--- config.mk ---
export PLATFORM = sky130hd
export DESIGN_NAME = uart_tx_frame
export DESIGN_NICKNAME = d
export VERILOG_FILES = /design/src/rtl/uart_tx_frame.sv
export SDC_FILE = /design/constraint.sdc
export NUM_CORES = 1
export LEC_CHECK = 0
export ABC_AREA = 0
export CELL_PAD_IN_SITES_DETAIL_PLACEMENT = 0
export CELL_PAD_IN_SITES_GLOBAL_PLACEMENT = 1
export CORE_MARGIN = 2
export CORE_UTILIZATION = 51
export DETAILED_ROUTE_END_ITERATION = 10
export HOLD_SLACK_MARGIN = 0.05
export PLACE_DENSITY = 0.88
export REMOVE_ABC_BUFFERS = 1
export SYNTH_ARGS = -nofsm -noshare
export SYNTH_HDL_FRONTEND = slang
export SYNTH_SLANG_ARGS = --single-unit
export TNS_END_PERCENT = 20
--- constraint.sdc ---
create_clock -name clk -period 5.2 [get_ports clk]
set_clock_uncertainty 0.15 [all_clocks]
set_input_delay 1.56 -clock clk [delete_from_list [all_inputs] [get_ports clk]]
set_output_delay 1.56 -clock clk [all_outputs]
set_load 0.05 [all_outputs]
--- src/rtl/uart_tx_frame.sv ---
// UART transmitter with an input FIFO, runtime parity mode and 1 or 2 stop bits.
// Defining UART_TX_BREAK_EN adds a break_req input and a line-break (BREAK) state.
module uart_tx_frame #(
    parameter int CLK_FREQ   = 84_000_000,
    parameter int BAUD_RATE  = 9600,
    parameter int DATA_BITS  = 8,
    parameter int STOP_BITS  = 1,
    parameter int FIFO_DEPTH = 4
) (
    input  logic                          clk,
    input  logic                          rst,
    input  logic [DATA_BITS-1:0]          data,
    input  logic                          valid,
    output logic                          ready,
    input  logic [1:0]                    parity_mode,
`ifdef UART_TX_BREAK_EN
    input  logic                          break_req,
`endif
    output logic                          tx,
    output logic                          busy,
    output logic [$clog2(FIFO_DEPTH):0]   fifo_level
);

    localparam int BIT_PERIOD = CLK_FREQ / BAUD_RATE;
    localparam int TMR_W      = $clog2(BIT_PERIOD);
    localparam int PTR_W      = $clog2(FIFO_DEPTH);
    localparam int LVL_W      = PTR_W + 1;
    localparam int IDX_W      = 4;

    localparam logic [TMR_W-1:0] TMR_LAST  = TMR_W'(BIT_PERIOD - 1);
    localparam logic [IDX_W-1:0] DATA_LAST = IDX_W'(DATA_BITS - 1);
    localparam logic [IDX_W-1:0] STOP_LAST = IDX_W'(STOP_BITS - 1);
    localparam logic [LVL_W-1:0] LVL_FULL  = LVL_W'(FIFO_DEPTH);

    typedef enum logic [2:0] {
        S_IDLE,
        S_START,
        S_DATA,
        S_PARITY,
`ifdef UART_TX_BREAK_EN
        S_BREAK,
`endif
        S_STOP
    } state_t;

    // ------------------------------------------------------------------
    // Input FIFO
    // ------------------------------------------------------------------
    logic [DATA_BITS-1:0] mem [FIFO_DEPTH];
    logic [PTR_W-1:0]     wr_ptr;
    logic [PTR_W-1:0]     rd_ptr;
    logic                 push;
    logic                 pop;
    logic                 fifo_empty;

    assign ready      = (fifo_level != LVL_FULL);
    assign fifo_empty = (fifo_level == '0);
    assign push       = valid && ready;

    // NOTE: the storage array carries no reset; emptiness is defined by the
    // pointers and level alone, so flushing them is enough.
    always_ff @(posedge clk) begin
        if (push) begin
            mem[wr_ptr] <= data;
        end
    end

    always_ff @(posedge clk) begin
        if (rst) begin
            wr_ptr     <= '0;
            rd_ptr     <= '0;
            fifo_level <= '0;
        end else begin
            if (push) begin
                wr_ptr <= wr_ptr + PTR_W'(1);
            end
            if (pop) begin
                rd_ptr <= rd_ptr + PTR_W'(1);
            end
            case ({push, pop})
                2'b10:   fifo_level <= fifo_level + LVL_W'(1);
                2'b01:   fifo_level <= fifo_level - LVL_W'(1);
                default: fifo_level <= fifo_level;
            endcase
        end
    end

    // ------------------------------------------------------------------
    // Frame FSM
    // ------------------------------------------------------------------
    state_t               state;
    state_t               state_n;
    logic [TMR_W-1:0]     bit_timer;
    logic [TMR_W-1:0]     timer_n;
    logic [IDX_W-1:0]     bit_idx;
    logic [IDX_W-1:0]     idx_n;
    logic [DATA_BITS-1:0] shreg;
    logic [DATA_BITS-1:0] shreg_n;
    logic                 par_bit;
    logic                 par_bit_n;
    logic                 par_en;
    logic                 par_en_n;
    logic                 tx_n;
    logic                 bit_end;
    logic                 dispatch;

    assign bit_end = (bit_timer == TMR_LAST);
    assign busy    = (state != S_IDLE) || !fifo_empty;

`ifdef UART_TX_BREAK_EN
    logic [IDX_W-1:0] brk_last;
    // Break spans start + data + optional parity + stop bits + one extra bit.
    assign brk_last = par_en ? IDX_W'(DATA_BITS + STOP_BITS + 2)
                             : IDX_W'(DATA_BITS + STOP_BITS + 1);
`endif

    function automatic logic parity_of(input logic [1:0] mode,
                                       input logic [DATA_BITS-1:0] word);
        case (mode)
            2'd1:    return ~^word;
            2'd2:    return ^word;
            default: return 1'b1;
        endcase
    endfunction

    // NOTE: every signal written here gets a default first, so no path can
    // leave one unassigned and infer a latch.
    always_comb begin
        state_n   = state;
        timer_n   = bit_end ? '0 : bit_timer + TMR_W'(1);
        idx_n     = bit_idx;
        shreg_n   = shreg;
        par_bit_n = par_bit;
        par_en_n  = par_en;
        pop       = 1'b0;
        dispatch  = 1'b0;

        case (state)
            S_IDLE: begin
                timer_n  = '0;
                dispatch = 1'b1;
            end
            S_START: begin
                if (bit_end) state_n = S_DATA;
            end
            S_DATA: begin
                if (bit_end) begin
                    shreg_n = shreg >> 1;
                    if (bit_idx == DATA_LAST) begin
                        idx_n   = '0;
                        state_n = par_en ? S_PARITY : S_STOP;
                    end else begin
                        idx_n = bit_idx + IDX_W'(1);
                    end
                end
            end
            S_PARITY: begin
                if (bit_end) state_n = S_STOP;
            end
            S_STOP: begin
                if (bit_end) begin
                    if (bit_idx == STOP_LAST) begin
                        idx_n    = '0;
                        state_n  = S_IDLE;
                        dispatch = 1'b1;
                    end else begin
                        idx_n = bit_idx + IDX_W'(1);
                    end
                end
            end
`ifdef UART_TX_BREAK_EN
            S_BREAK: begin
                if (bit_end) begin
                    if (bit_idx == brk_last) begin
                        idx_n   = '0;
                        state_n = S_STOP;
                    end else begin
                        idx_n = bit_idx + IDX_W'(1);
                    end
                end
            end
`endif
            default: state_n = S_IDLE;
        endcase

        // Launch the next frame straight from IDLE or from the last stop bit.
        if (dispatch) begin
`ifdef UART_TX_BREAK_EN
            if (break_req) begin
                state_n  = S_BREAK;
                par_en_n = (parity_mode != 2'd0);
            end else
`endif
            if (!fifo_empty) begin
                pop       = 1'b1;
                state_n   = S_START;
                shreg_n   = mem[rd_ptr];
                par_en_n  = (parity_mode != 2'd0);
                par_bit_n = parity_of(parity_mode, mem[rd_ptr]);
            end
        end

        if (state_n != state) begin
            timer_n = '0;
        end

        // tx is registered from the next-state view so it changes on the
        // same edge as the state it belongs to.
        case (state_n)
            S_START:  tx_n = 1'b0;
            S_DATA:   tx_n = shreg_n[0];
            S_PARITY: tx_n = par_bit_n;
`ifdef UART_TX_BREAK_EN
            S_BREAK:  tx_n = 1'b0;
`endif
            default:  tx_n = 1'b1;
        endcase
    end

    // NOTE: all sequential state uses non-blocking assignments so every
    // register samples the values from before the edge.
    always_ff @(posedge clk) begin
        if (rst) begin
            state     <= S_IDLE;
            bit_timer <= '0;
            bit_idx   <= '0;
            shreg     <= '0;
            par_bit   <= 1'b0;
            par_en    <= 1'b0;
            tx        <= 1'b1;
        end else begin
            state     <= state_n;
            bit_timer <= timer_n;
            bit_idx   <= idx_n;
            shreg     <= shreg_n;
            par_bit   <= par_bit_n;
            par_en    <= par_en_n;
            tx        <= tx_n;
        end
    end

endmodule

After elaboration in Yosys (flattened, before gate mapping)
Memories as Yosys holds them, arrays and structs flattened. A register that Yosys moved wholly into a read port is not among the register bits.
Cells that the tools add are included.
{ "word_totals": {"output_inout_bits": 6, "regBits": 39, "memories": 1, "ramBits": 32} }
{ "memory_table": {"columns": ["name", "depth", "width", "rd", "rd_ports_with_merged_regs", "write_ports", "line", "text"], "rows": [
  ["mem", 4, 8, 1, 1, 1, "49", "logic [DATA_BITS-1:0] mem [FIFO_DEPTH];"]
]} }
{ "op_classes": {"eq_ne": 17, "reduce_logical": 15, "bitwise_logic": 1, "add_sub_neg": 6, "muxes": 33} }
{ "ops": {"columns": ["op", "n"], "rows": [
  ["$mux W8", 4],
  ["$mux W3", 9],
  ["$mux W4", 4],
  ["$pmux W3 S5", 1],
  ["$add A14 B1 Y14 const B", 1],
  ["$eq A14 B14 Y1 const B", 1],
  ["$eq A3 B2 Y1 const B", 4],
  ["$mux W1", 8],
  ["$pmux W4 S2", 1],
  ["$reduce_xnor A8 Y1", 1],
  ["$reduce_xor A8 Y1", 1],
  ["$eq A3 B1 Y1 const B", 2],
  ["$logic_not A3 Y1", 2],
  ["$pmux W3 S2", 1],
  ["$reduce_bool A2 Y1", 3],
  ["$add A2 B1 Y2 const B", 2],
  ["$add A4 B1 Y4 const B", 1],
  ["$eq A2 B1 Y1 const B", 2],
  ["$eq A2 B2 Y1 const B", 2],
  ["$eq A4 B3 Y1 const B", 1],
  ["$logic_not A4 Y1", 1],
  ["$mux W2", 2],
  ["$ne A2 B2 Y1 const B", 2],
  ["$pmux W1 S2", 2],
  ["14 further kinds", 14]
]} }

Logic depth before layout (Yosys ltp)
{ "depth": {"ltp_word": 8, "depth_mapped": 13} }

Worst setup path before layout
No wires, ideal clock.
{ "synth_path": {"path_kind": "input to register", "startpoint": "in valid", "endpoint": "reg fifo_level[2]", "path_slack_ns": 2.049, "stages": 8, "arrival_time_ns": 2.930, "setup_ns": 0.070, "cell_sequence": "and2_1 -> inv_1 -> ha_1 -> inv_1 -> fa_1 -> xor2_1 -> or3_1 -> a21oi_1"} }
{ "synth_between": {"elab_chain_cells": 3} }
{ "synth_rtl": {"columns": ["item", "line", "text"], "rows": [
  ["start: declaration", "13", "input logic valid,"],
  ["$logic_and A1 B1 Y1 (*)", "58", "assign push = valid && ready;"],
  ["$eq A2 B1 Y1 or $eq A2 B2 Y1 (tied branches)", "80", "case ({push, pop})"],
  ["$pmux W3 S2 or $reduce_bool A2 Y1 (tied branches)", null, null],
  ["end signal: assignment", "81", "2'b10: fifo_level <= fifo_level + LVL_W'(1);"],
  ["end signal: assignment", "82", "2'b01: fifo_level <= fifo_level - LVL_W'(1);"],
  ["end signal: assignment", "83", "default: fifo_level <= fifo_level;"],
  ["end: declaration", "21", "output logic [$clog2(FIFO_DEPTH):0] fifo_level"]
]} }
Mark *: on every way between the ends. The rest lies on a longest branch, timed or not.
A chain may end at the register's enable or synchronous reset.

Worst setup path in the final report
{ "layout_path": {"startpoint": "reg fifo_level[0]", "endpoint": "out busy"} }
{ "layout_between": {"elab_chain_cells": 3} }
{ "layout_rtl": {"columns": ["item", "line", "text"], "rows": [
  ["$logic_not A3 Y1", "57", "assign fifo_empty = (fifo_level == '0);"],
  ["$logic_not A1 Y1", null, null],
  ["$logic_or A1 B1 Y1", "108", "assign busy = (state != S_IDLE) || !fifo_empty;"],
  ["end: declaration", "20", "output logic busy,"]
]} }
No other way between the ends.

==> impl_metrics.csv <==
group,metric,value,unit
route,routed_wl,5.52,mm
route,drtIter0Drc,124,
logic_synthesis,synth.top_cell.area_share,29.8,%
logic_synthesis,synth_xor_area_share,6.80,%
place,placed_cell_area,3460,µm²
power_and_ir_drop,p_per_area,453,nW/µm²
sta,worstMarginPinSlew,0.531,ns
logic_synthesis,synthCells,281,
logic_synthesis,synth_common_cells,"dfxtp_1, nor2_1, edfxtp_1, inv_1, xor2_1",
global_route,grt_pass1_vias,1946,
sta,fin_setup_tns,0,ns
critical_path,cp_slowest_cell,"clkdlybuf4s50_1",
global_route,grt.overflow.total,0,
power_and_ir_drop,p_sw,0.566,mW
logic_synthesis,synthAdderAreaFrac,5.28,%
sta,slew_headroom,64.6,%
worst_hold_path,hold_path_class,"reg2reg",
sta,hold_violations,0,
sta,fin_crit_sh,69.8,%
logic_synthesis,yosysWarnings,0,
sta,drv_slew,0,
floorplanning,rows,28,
global_route,grt_pass1_wl,9.56,mm
cells_and_area,diodes,0,
power_and_ir_drop,p_sw_share,34.3,%
global_route,grt_max_degree,26,
floorplanning,die_area,6970,µm²
sta,finalCriticalPeriod,3.63,ns
floorplanning,ios,19,
power_and_ir_drop,p_seq_share,44.9,%
critical_path,worst_ep_required_time,3.49,ns
logic_synthesis,synth_flop_cell,"dfxtp_1",
clock_network,post_cts_buffers,0,
place,port_buffers,18,
logic_synthesis,yosysSeqAreaShare,55.3,%
clock_network,cts.path.max_buffers,2,
power_and_ir_drop,vdd.ir_drop.worst,0.269,mV
logic_synthesis,synth.avg_cell_area,11.5,µm²
logic_synthesis,synth_edf_count,32,
critical_path,critical_path.cell_chain,"nor3_1 -> nand3b_1 -> clkdlybuf4s50_1",
logic_synthesis,netlist_area,3220,µm²
logic_synthesis,synth_top_family_by_area,"simple AND/OR/NAND/NOR gates",
sta,fmax,276,MHz
sta,setup-violations-final,0,
logic_synthesis,synthSimpleGateAreaFrac,15.1,%
cells_and_area,areaGrowthSynthToFinish,13.0,%
route,drt-pass1-iter-count,4,
clock_network,cts_root_buffer,"clkbuf_8",
route,drc,0,
place,hpwl,3.80,mm
route,viasPerCell,5.34,
outcome,status,"complete, no violations",
clock_network,cts_tree,"yes",
clock_network,insertion_delay,0.35,ns
logic_synthesis,yosys.area.top_type,"edfxtp_1",
logic_synthesis,yosysUniqueCellTypes,37,
route,drt.antenna.violating_nets,0,
route,num_vias,2036,
logic_synthesis,synth_area_leaders,"edfxtp_1, dfxtp_1, mux4_2",
clock_network,htree_levels,3,
clock_network,numClockSinks,73,
power_and_ir_drop,p_comb_share,30.3,%
clock_network,cts.repair.resized,0,
logic_synthesis,synth_compound_area_share,5.51,%
cells_and_area,design_area,3640,µm²
critical_path,crit_fanout,4,
sta,rsz0062_at_grt,"no",
clock_network,cts.reportedPaths.clkPinSlew,0.08,ns
logic_synthesis,synthArstFlopShare,0,%
floorplanning,die_h,83.5,µm
power_and_ir_drop,clock_power_share,24.8,%
critical_path,cpPeakStageDelay,0.72,ns
power_and_ir_drop,p_leak,1.34,nW
critical_path,arrival,1.92,ns
logic_synthesis,synth.mux.area_fraction,8.70,%
sta,hold_ws,0.329,ns
logic_synthesis,ys_ff_latch,73,
cells_and_area,finalNetCount,327,
critical_path,endpoint_kind,"output pin",
global_route,grt_antenna_before_repair,0,
floorplanning,floorplan.initialDensity,53.5,%
flow_run,drv_cap,0,
floorplanning,die_x,83.5,µm
place,place_congestion,0.753,
clock_network,hold_buffers,0,
route,wl_per_cell,14.5,µm
clock_network,cts_buffers,9,
global_route,track_usage,17.5,%
critical_path,path_class,"reg2out",
floorplanning,core_area,6030,µm²
power_and_ir_drop,p_int,1.08,mW
critical_path,start_kind,"flop",
cells_and_area,final_layout_size_suffix_gt1_share,8.50,%
-- per-stage QoR --
stage / cells / total power, mW / setup slack [ns] / util [%]
CTS: 381 / 1.67 / 1.53 / 60.4
detailed placement: 365 / 1.26 / 1.48 / 57.4
global placement: 365 / 1.25 / 1.55 / 57.4
global route: 381 / 1.75 / 1.43 / 60.4
floorplan: 271 / 1.12 / 2.05 / -
finish: 381 / 1.65 / 1.57 / 60.4
-- placed cells by master, fill, tap and decap left out, types with 3 or more instances in the layout --
cell and n:
nor2_1 41, dfxtp_1 41, edfxtp_1 32, clkdlybuf4s50_1 18
inv_1 15, xor2_1 14, nand2_1 13, ha_1 12
a21oi_1 11, xnor2_1 11, mux2i_1 10, nand3_1 9
clkbuf_8 9, mux4_2 8, a211oi_1 8, and3_1 6
nor3_1 5, o21ai_0 4, or3_1 4, inv_6 4
nand4_1 3, nand3b_1 3, nor2b_1 3
-- registers in the layout, indices dropped and copies added (netlist names), 2 cells and up, named ones only --
| register | count |
|---|---|
| bit_idx | 4 |
| bit_timer | 14 |
| fifo_level | 3 |
| mem | 32 |
| rd_ptr | 2 |
| shreg | 8 |
| state | 3 |
| wr_ptr | 2 |
-- power by group through the flow --
stage                     Clock (mW)  Combinational (mW)  Sequential [mW]
after CTS                      0.419               0.504            0.743
final                          0.409               0.500            0.740
after floorplan                    0               0.354            0.769
after global routing           0.449               0.553            0.753
after detailed placement           0               0.500            0.755
after global placement             0               0.496            0.752
-- per-layer routing --
| metal | global-route usage [%] | up-vias | wire length, µm |
|---|---|---|---|
| met3 | 3.96 | 10 | 151 |
| li1 | - | 1027 | - |
| met1 | 26.7 | 971 | 2910 |
| met5 | 0 | - | 0 |
| met4 | 7.92 | 0 | 98 |
| met2 | 23.6 | 28 | 2360 |
-- kinds of logic (layout without fill, tap and decap cells) --
kind of cell               count (synthesis)  after routing
and+or+nand+nor                           98             98
DFF                                       73             73
AOI/OAI and AO/OA                         28             28
buffers and inverters                     26             51
xor gates and xnor gates                  25             25
muxes                                     18             18
adders and majority gates                 13             13
-- cell type report --
class / count / area [µm²]
clock buffers: 9 / 124
clock inverters: 7 / 58.8
fillers: 507 / 2380
inverters: 16 / 60.1
multi-input cells: 182 / 1340
flip-flops and latches: 73 / 1780
well taps: 75 / 93.8
repair buffers: 19 / 188
-- worst max-delay path, delay by kind of cell (launching register included) --
family / cells / cell delay, ns
flip-flops: 1 / 0.35
buffers and inverters: 1 / 0.72
AND/OR/NAND/NOR: 2 / 0.49
-- worst paths after layout --
path / startpoint / slack (ns) / to / cells after the start
hold / removal: shreg[7] / 0.33 / shreg[7] / 2
setup reg to reg: bit_idx[0] / 1.74 / fifo_level[2] / 13
setup / recovery: fifo_level[0] / 1.57 / busy / 3
hold reg to reg: shreg[7] / 0.33 / shreg[7] / 2
(Power assumes the default switching activity.)
